===== config.mk =====
export PLATFORM = sky130hd
export DESIGN_NAME = pulse_meas
export DESIGN_NICKNAME = d
export VERILOG_FILES = /design/src/rtl/pulse_meas.sv
export SDC_FILE = /design/constraint.sdc
export NUM_CORES = 1
export LEC_CHECK = 0
export CORE_MARGIN = 1.5
export CORE_UTILIZATION = 55
export CTS_CLUSTER_SIZE = 28
export DETAILED_ROUTE_END_ITERATION = 8
export GPL_TIMING_DRIVEN = 1
export PLACE_DENSITY = 0.85
export SLEW_MARGIN = 5
export SYNTH_ARGS = -nofsm -noshare
export SYNTH_HDL_FRONTEND = slang
export SYNTH_SLANG_ARGS = --single-unit

===== constraint.sdc =====
create_clock -name clk -period 3.3 [get_ports clk]
set_input_delay 0.33 -clock clk [delete_from_list [all_inputs] [get_ports clk]]
set_output_delay 0.33 -clock clk [all_outputs]
set_load 0.02 [all_outputs]

===== src/rtl/pulse_meas.sv =====
//==============================================================================
// Module      : pulse_meas
// Description : Measures period and high time of a slow asynchronous waveform
//               in clk cycles. Define PULSE_MEAS_DUTY_EN to enable high-time.
// Revision    : 1.0 - initial release
//==============================================================================
`default_nettype none

module pulse_meas #(
  parameter int CNT_W   = 35,
  parameter int TIMEOUT = 60000000
) (
  input  logic             clk,
  input  logic             rst,
  input  logic             pulse_in,
  input  logic             clear,
  output logic [CNT_W-1:0] period,
  output logic [CNT_W-1:0] high_time,
  output logic             meas_valid,
  output logic             timeout
);

  localparam logic [CNT_W-1:0] C_TIMEOUT = CNT_W'(TIMEOUT);
  localparam logic [CNT_W-1:0] C_ONE     = CNT_W'(1);

  typedef enum logic [1:0] {
    S_IDLE = 2'd0,
    S_HIGH = 2'd1,
    S_LOW  = 2'd2
  } state_t;

  state_t           r_state, w_state_nxt;
  logic             r_sync1, r_sync2, r_dly, r_rise;
  logic             w_rise;
  logic [CNT_W-1:0] r_cnt, w_cnt_nxt, w_cnt_inc;
  logic [CNT_W-1:0] r_period, w_period_nxt;
  logic             r_valid, w_valid_nxt;
  logic             r_timeout, w_timeout_nxt;
  logic             w_at_limit;

`ifdef PULSE_MEAS_DUTY_EN
  logic             r_fall, w_fall;
  logic [CNT_W-1:0] r_hi_lat, w_hi_lat_nxt;
  logic [CNT_W-1:0] r_high, w_high_nxt;
  assign w_fall = ~r_sync2 & r_dly;
`endif

  assign w_rise     = r_sync2 & ~r_dly;
  assign w_at_limit = (r_cnt == C_TIMEOUT);
  // Saturate so an edge accepted exactly at the limit never pushes cnt past it
  assign w_cnt_inc  = w_at_limit ? r_cnt : r_cnt + C_ONE;

  // Edge detects are registered once more; rise and fall share the delay,
  // so it cancels out of both period and high time.
  always_ff @(posedge clk or negedge rst) begin
    if (!rst) begin
      r_sync1 <= 1'b0;
      r_sync2 <= 1'b0;
      r_dly   <= 1'b0;
      r_rise  <= 1'b0;
`ifdef PULSE_MEAS_DUTY_EN
      r_fall  <= 1'b0;
`endif
    end else begin
      r_sync1 <= pulse_in;
      r_sync2 <= r_sync1;
      r_dly   <= r_sync2;
      r_rise  <= w_rise;
`ifdef PULSE_MEAS_DUTY_EN
      r_fall  <= w_fall;
`endif
    end
  end

  always_comb begin
    w_state_nxt   = r_state;
    w_cnt_nxt     = r_cnt;
    w_period_nxt  = r_period;
    w_valid_nxt   = 1'b0;
    w_timeout_nxt = r_timeout;
`ifdef PULSE_MEAS_DUTY_EN
    w_hi_lat_nxt  = r_hi_lat;
    w_high_nxt    = r_high;
`endif

    case (r_state)
      S_IDLE: begin
        if (r_rise) begin
          w_state_nxt = S_HIGH;
          w_cnt_nxt   = C_ONE;
        end
      end
`ifdef PULSE_MEAS_DUTY_EN
      S_HIGH: begin
        if (r_fall) begin
          w_state_nxt  = S_LOW;
          w_hi_lat_nxt = r_cnt;
          w_cnt_nxt    = w_cnt_inc;
        end else if (w_at_limit) begin
          w_state_nxt   = S_IDLE;
          w_cnt_nxt     = '0;
          w_timeout_nxt = 1'b1;
        end else begin
          w_cnt_nxt = w_cnt_inc;
        end
      end
`endif
      default: begin
        // Without duty measurement HIGH behaves exactly like LOW
        if (r_rise) begin
          w_state_nxt   = S_HIGH;
          w_period_nxt  = r_cnt;
          w_valid_nxt   = 1'b1;
          w_timeout_nxt = 1'b0;
          w_cnt_nxt     = C_ONE;
`ifdef PULSE_MEAS_DUTY_EN
          w_high_nxt    = r_hi_lat;
`endif
        end else if (w_at_limit) begin
          w_state_nxt   = S_IDLE;
          w_cnt_nxt     = '0;
          w_timeout_nxt = 1'b1;
        end else begin
          w_cnt_nxt = w_cnt_inc;
        end
      end
    endcase

    if (clear) begin
      w_state_nxt   = S_IDLE;
      w_cnt_nxt     = '0;
      w_period_nxt  = '0;
      w_valid_nxt   = 1'b0;
      w_timeout_nxt = 1'b0;
`ifdef PULSE_MEAS_DUTY_EN
      w_hi_lat_nxt  = '0;
      w_high_nxt    = '0;
`endif
    end
  end

  always_ff @(posedge clk or negedge rst) begin
    if (!rst) begin
      r_state   <= S_IDLE;
      r_cnt     <= '0;
      r_period  <= '0;
      r_valid   <= 1'b0;
      r_timeout <= 1'b0;
`ifdef PULSE_MEAS_DUTY_EN
      r_hi_lat  <= '0;
      r_high    <= '0;
`endif
    end else begin
      r_state   <= w_state_nxt;
      r_cnt     <= w_cnt_nxt;
      r_period  <= w_period_nxt;
      r_valid   <= w_valid_nxt;
      r_timeout <= w_timeout_nxt;
`ifdef PULSE_MEAS_DUTY_EN
      r_hi_lat  <= w_hi_lat_nxt;
      r_high    <= w_high_nxt;
`endif
    end
  end

  assign period     = r_period;
  assign meas_valid = r_valid;
  assign timeout    = r_timeout;
`ifdef PULSE_MEAS_DUTY_EN
  assign high_time  = r_high;
`else
  assign high_time  = '0;
`endif

endmodule

`default_nettype wire


# Word-level counts from Yosys, hierarchy flattened
# Cells that the tools add are included.
# op_classes
n_addsub	1
eq_ne	3
mux	20
bitwise_logic	2
reduce_logical	6
# op_table
operator	count
$mux 35	8
$add 35x1->35 const B	1
$eq 35x26->1 const B	1
$mux 2	5
$mux 1	7
$reduce_and 2->1	3
$ne 3x3->1 const B	1
$reduce_bool 3->1	1
$logic_not 2->1	1
$ne 2x2->1 const B	1
$reduce_bool 2->1	1
$and 1x1->1	1
$not 1->1	1
# totals
reg_bits	78
inputBits	4
out_inout_bits	72
word_cells	41

# Longest topological paths before layout
# logic_depth
ltp_word	5
depth_mapped	8
mapped_depth_nobuf	7

# Worst setup path before layout
# OpenSTA, ideal clock, no wires.
# synth_timing
path_type	reg-to-reg
start	reg r_cnt[29]
end	reg r_cnt[5]
setup_time_ns	0.119
t_arrival_ns	2.048
required_ns	3.181
slack_ns	1.133
stages_incl_launch_ff	7
n_path_buf	1
period_less_slack_ns	2.167
path_cell_list	dfrtp_1 > or4b_1 > or3_4 > or3_4 > o21ai_4 > buf_6 > nor2_1
# synth_via
elab_chain_cells	5
# synth_lines
item	line	text
from (decl)	35	logic [CNT_W-1:0] r_cnt, w_cnt_nxt, w_cnt_inc;
from (signal assigned)	155	r_cnt <= w_cnt_nxt;
$eq 35x26->1	49	assign w_at_limit = (r_cnt == C_TIMEOUT);
$mux 35	119	end else if (w_at_limit) begin
$mux 35	110	if (r_rise) begin
$mux 35	86	case (r_state)
$mux 35	129	if (clear) begin
# No other way between the ends.
# A chain may end at the register's enable or synchronous reset.

# Final worst setup path
# layout_timing
start	reg r_cnt[29]
end	reg r_cnt[20]
# The elaborated chain is that of the path after synthesis.

==> flow_metrics.env <==
export IMPL_peakVddDrop_uv=318
export IMPL_synth_common_cells="dfrtp_1, buf_4, a22o_1"
export IMPL_grt_max_degree=78
export IMPL_finalHoldViolations=0
export IMPL_cts_setup_buffers=0
export IMPL_ys_flop_type="dfrtp_1"
export IMPL_post_cts_resized=0
export IMPL_timing_setup_tns_ns=0
export IMPL_wire_per_inst_um=17.4
export IMPL_fin_hold_ws_ns=0.133
export IMPL_fill_cells=524
export IMPL_synth_edf_count=0
export IMPL_crit_arrival_ns=2.81
export IMPL_yosysMostFrequentCell="dfrtp_1"
export IMPL_path_max_fanout=22
export IMPL_grt_use_met3_pct=5.84
export IMPL_drc=3
export IMPL_layout_nets=402
export IMPL_clock_skew_ns=0.0101
export IMPL_powerDensity_nw_per_um2=422
export IMPL_tritoncts="done"
export IMPL_end_kind="register"
export IMPL_cp_start_kind="register"
export IMPL_cts_hold_buf=0
export IMPL_max_freq_mhz=384
export IMPL_top_usage_layer="met2"
export IMPL_slew_violations=0
export IMPL_worst_path_max_delay_cell="or4b_1"
export IMPL_r2r_start="r_cnt[29]"
export IMPL_path_clk_slew_ns=0.08
export IMPL_power_total_mw=1.81
export IMPL_critical_path_class="register to register"
export IMPL_postPlaceCellArea_sq_um=4070
export IMPL_globalRouteMet1Util_pct=33.5
export IMPL_ys_ff_latch=77
export IMPL_yosysWarnings=0
export IMPL_syn_inst=357
export IMPL_worstPathCellList="or4b_1 > or3_4 > or3_4 > o21ai_4 > nor2_1"
export IMPL_dp_hpwl_mm=5.62
export IMPL_start_util_pct=57.9
export IMPL_finalSetupViolations=0
export IMPL_port_buffer_count=40
export IMPL_yosys_area_top_type="dfrtp_1"
export IMPL_cp_num_buf_inv=0
export IMPL_grt_antenna_before_repair=0
export IMPL_grt_use_total_pct=23.9
export IMPL_cts_root_buf="clkbuf_8"
export IMPL_wl_mm=8.30
export IMPL_cts_sinks=77
export IMPL_antenna_left=0
export IMPL_finalInstanceArea_sq_um=4280
export IMPL_critical_path_most_common_cell="or3_4"
export IMPL_die_w_um=85.5
export IMPL_vias=2927
export IMPL_synth_area_per_cell_sq_um=10.5
export IMPL_period_share_pct=78.8
export IMPL_slowest_delay_ns=0.58
export IMPL_synth_top_cells_by_area="dfrtp_1, a22o_1, buf_4"
export IMPL_layout_drive_gt1_share_pct=7.98
export IMPL_path_delay_family="simple AND/OR/NAND/NOR gates"
export IMPL_synth_top_area_share_pct=51.5
export IMPL_grt_pass1_vias=2751
export IMPL_die_area_sq_um=7310
export IMPL_max_cap_viol_count=0
export IMPL_rows=29
export IMPL_cts_made_buffers=9
export IMPL_syn_to_final_growth_pct=14.4
export IMPL_cts_path_max_buffers=2
export IMPL_diodes=0
export IMPL_failed_checks="design-rule violations"
export IMPL_io_pins=76
export IMPL_drtIter0Drc=333
export IMPL_clock_latency_ns=0.35
export IMPL_h_tree_depth=3
export IMPL_leakage_nw=1.85
export IMPL_outcome="finished, violations left"
export IMPL_synth_distinct_cells=44
export IMPL_dieHeight_um=85.5
export IMPL_place_gp_congestion=0.892
export IMPL_hp_class="input port to asynchronous set/reset pin"
export IMPL_grt_pass1_wl_mm=13.5
export IMPL_tightestPinTransition_ns=0.953
export IMPL_slew_headroom_pct=36.5
export IMPL_syn_area_sq_um=3740
export IMPL_ys_seq_area_share_pct=51.5
export IMPL_core_area_sq_um=6460
export IMPL_min_period_ns=2.60
export IMPL_startpoint="r_cnt[29]"
export IMPL_rsz0062_at_grt="false"
export IMPL_critPathRequiredTime_ns=3.51
export IMPL_gr_usage_met2_pct=36.2
export IMPL_ys_async_sr_fraction_pct=100
export IMPL_viasPerCell=6.12
export IMPL_drtPass1Iterations=6
export IMPL_overflow=0
## metal layers
layer / up-vias / wire, um
met3: 12 / 550
li1: 1300 / -
met1: 1478 / 3640
met2: 137 / 3980
met4: 0 / 123
met5: - / 0
## placed cells by master (no fill, tap or decap), types with 10 or more instances in the layout
master,instances
dfrtp_1,77
xor2_1,15
nand4_1,15
nand3_1,16
conb_1,35
clkdlybuf4s50_1,39
nor4_1,10
nor2_1,30
nand2_1,17
nor3_1,10
a22o_1,34
clkbuf_8,12
## sequential cells by signal, indices dropped and copies added, names as in the netlist
signal / cells
r_dly: 1
meas_valid: 1
r_cnt: 35
period: 35
timeout: 1
r_sync2: 1
r_sync1: 1
r_state: 1
r_rise: 1
## where the power goes
part	internal [mW]	total, mW	leakage [nW]	switching [mW]
clock network	0.411	0.748	0.106	0.338
logic	0.0160	0.106	0.683	0.0902
registers	0.948	0.955	1.07	0.00696
total	1.37	1.81	1.85	0.435
## layout make-up
cell class	count	area [sq um]	share of cell area, %
Tap cell	77	96.3	2.25
Clock buffer	13	169	3.94
Clock inverter	3	42.5	0.993
Timing Repair Buffer	45	435	10.2
Sequential cell	77	1930	45.0
Inverter	9	33.8	0.789
Multi-Input combinational cell	254	1580	36.9
## cell families after synthesis
group	count (synthesis)	synth area share, %
DFF	77	51.5
xor gates and xnor gates	22	5.15
adders and majority gates	2	0.669
buffers and inverters	60	9.96
other	1	0.100
AOI/OAI and AO/OA	66	13.9
and+or+nand+nor	128	18.5
muxes	1	0.267
## through the flow
step           std cells  utilization (%)  worst slack [ns]
6_report             478             66.3             0.698
5_1_grt              478             66.3             0.557
4_1_cts              478             66.3             0.711
3_5_place_dp         462             63.0             0.713
3_3_place_gp         462             63.0             0.724
2_1_floorplan        391                -              1.13
## final timing paths
kind	cells past startpoint	slack, ns	to
max	5	0.70	r_cnt[20]
min	1	0.13	period[29]
max reg2reg	5	0.70	r_cnt[20]
min reg2reg	0	0.35	r_sync2
max in group asynchronous	1	2.56	period[5]
min in group clk	0	0.35	r_sync2
No activity file was read; power rests on OpenSTA's default activity.
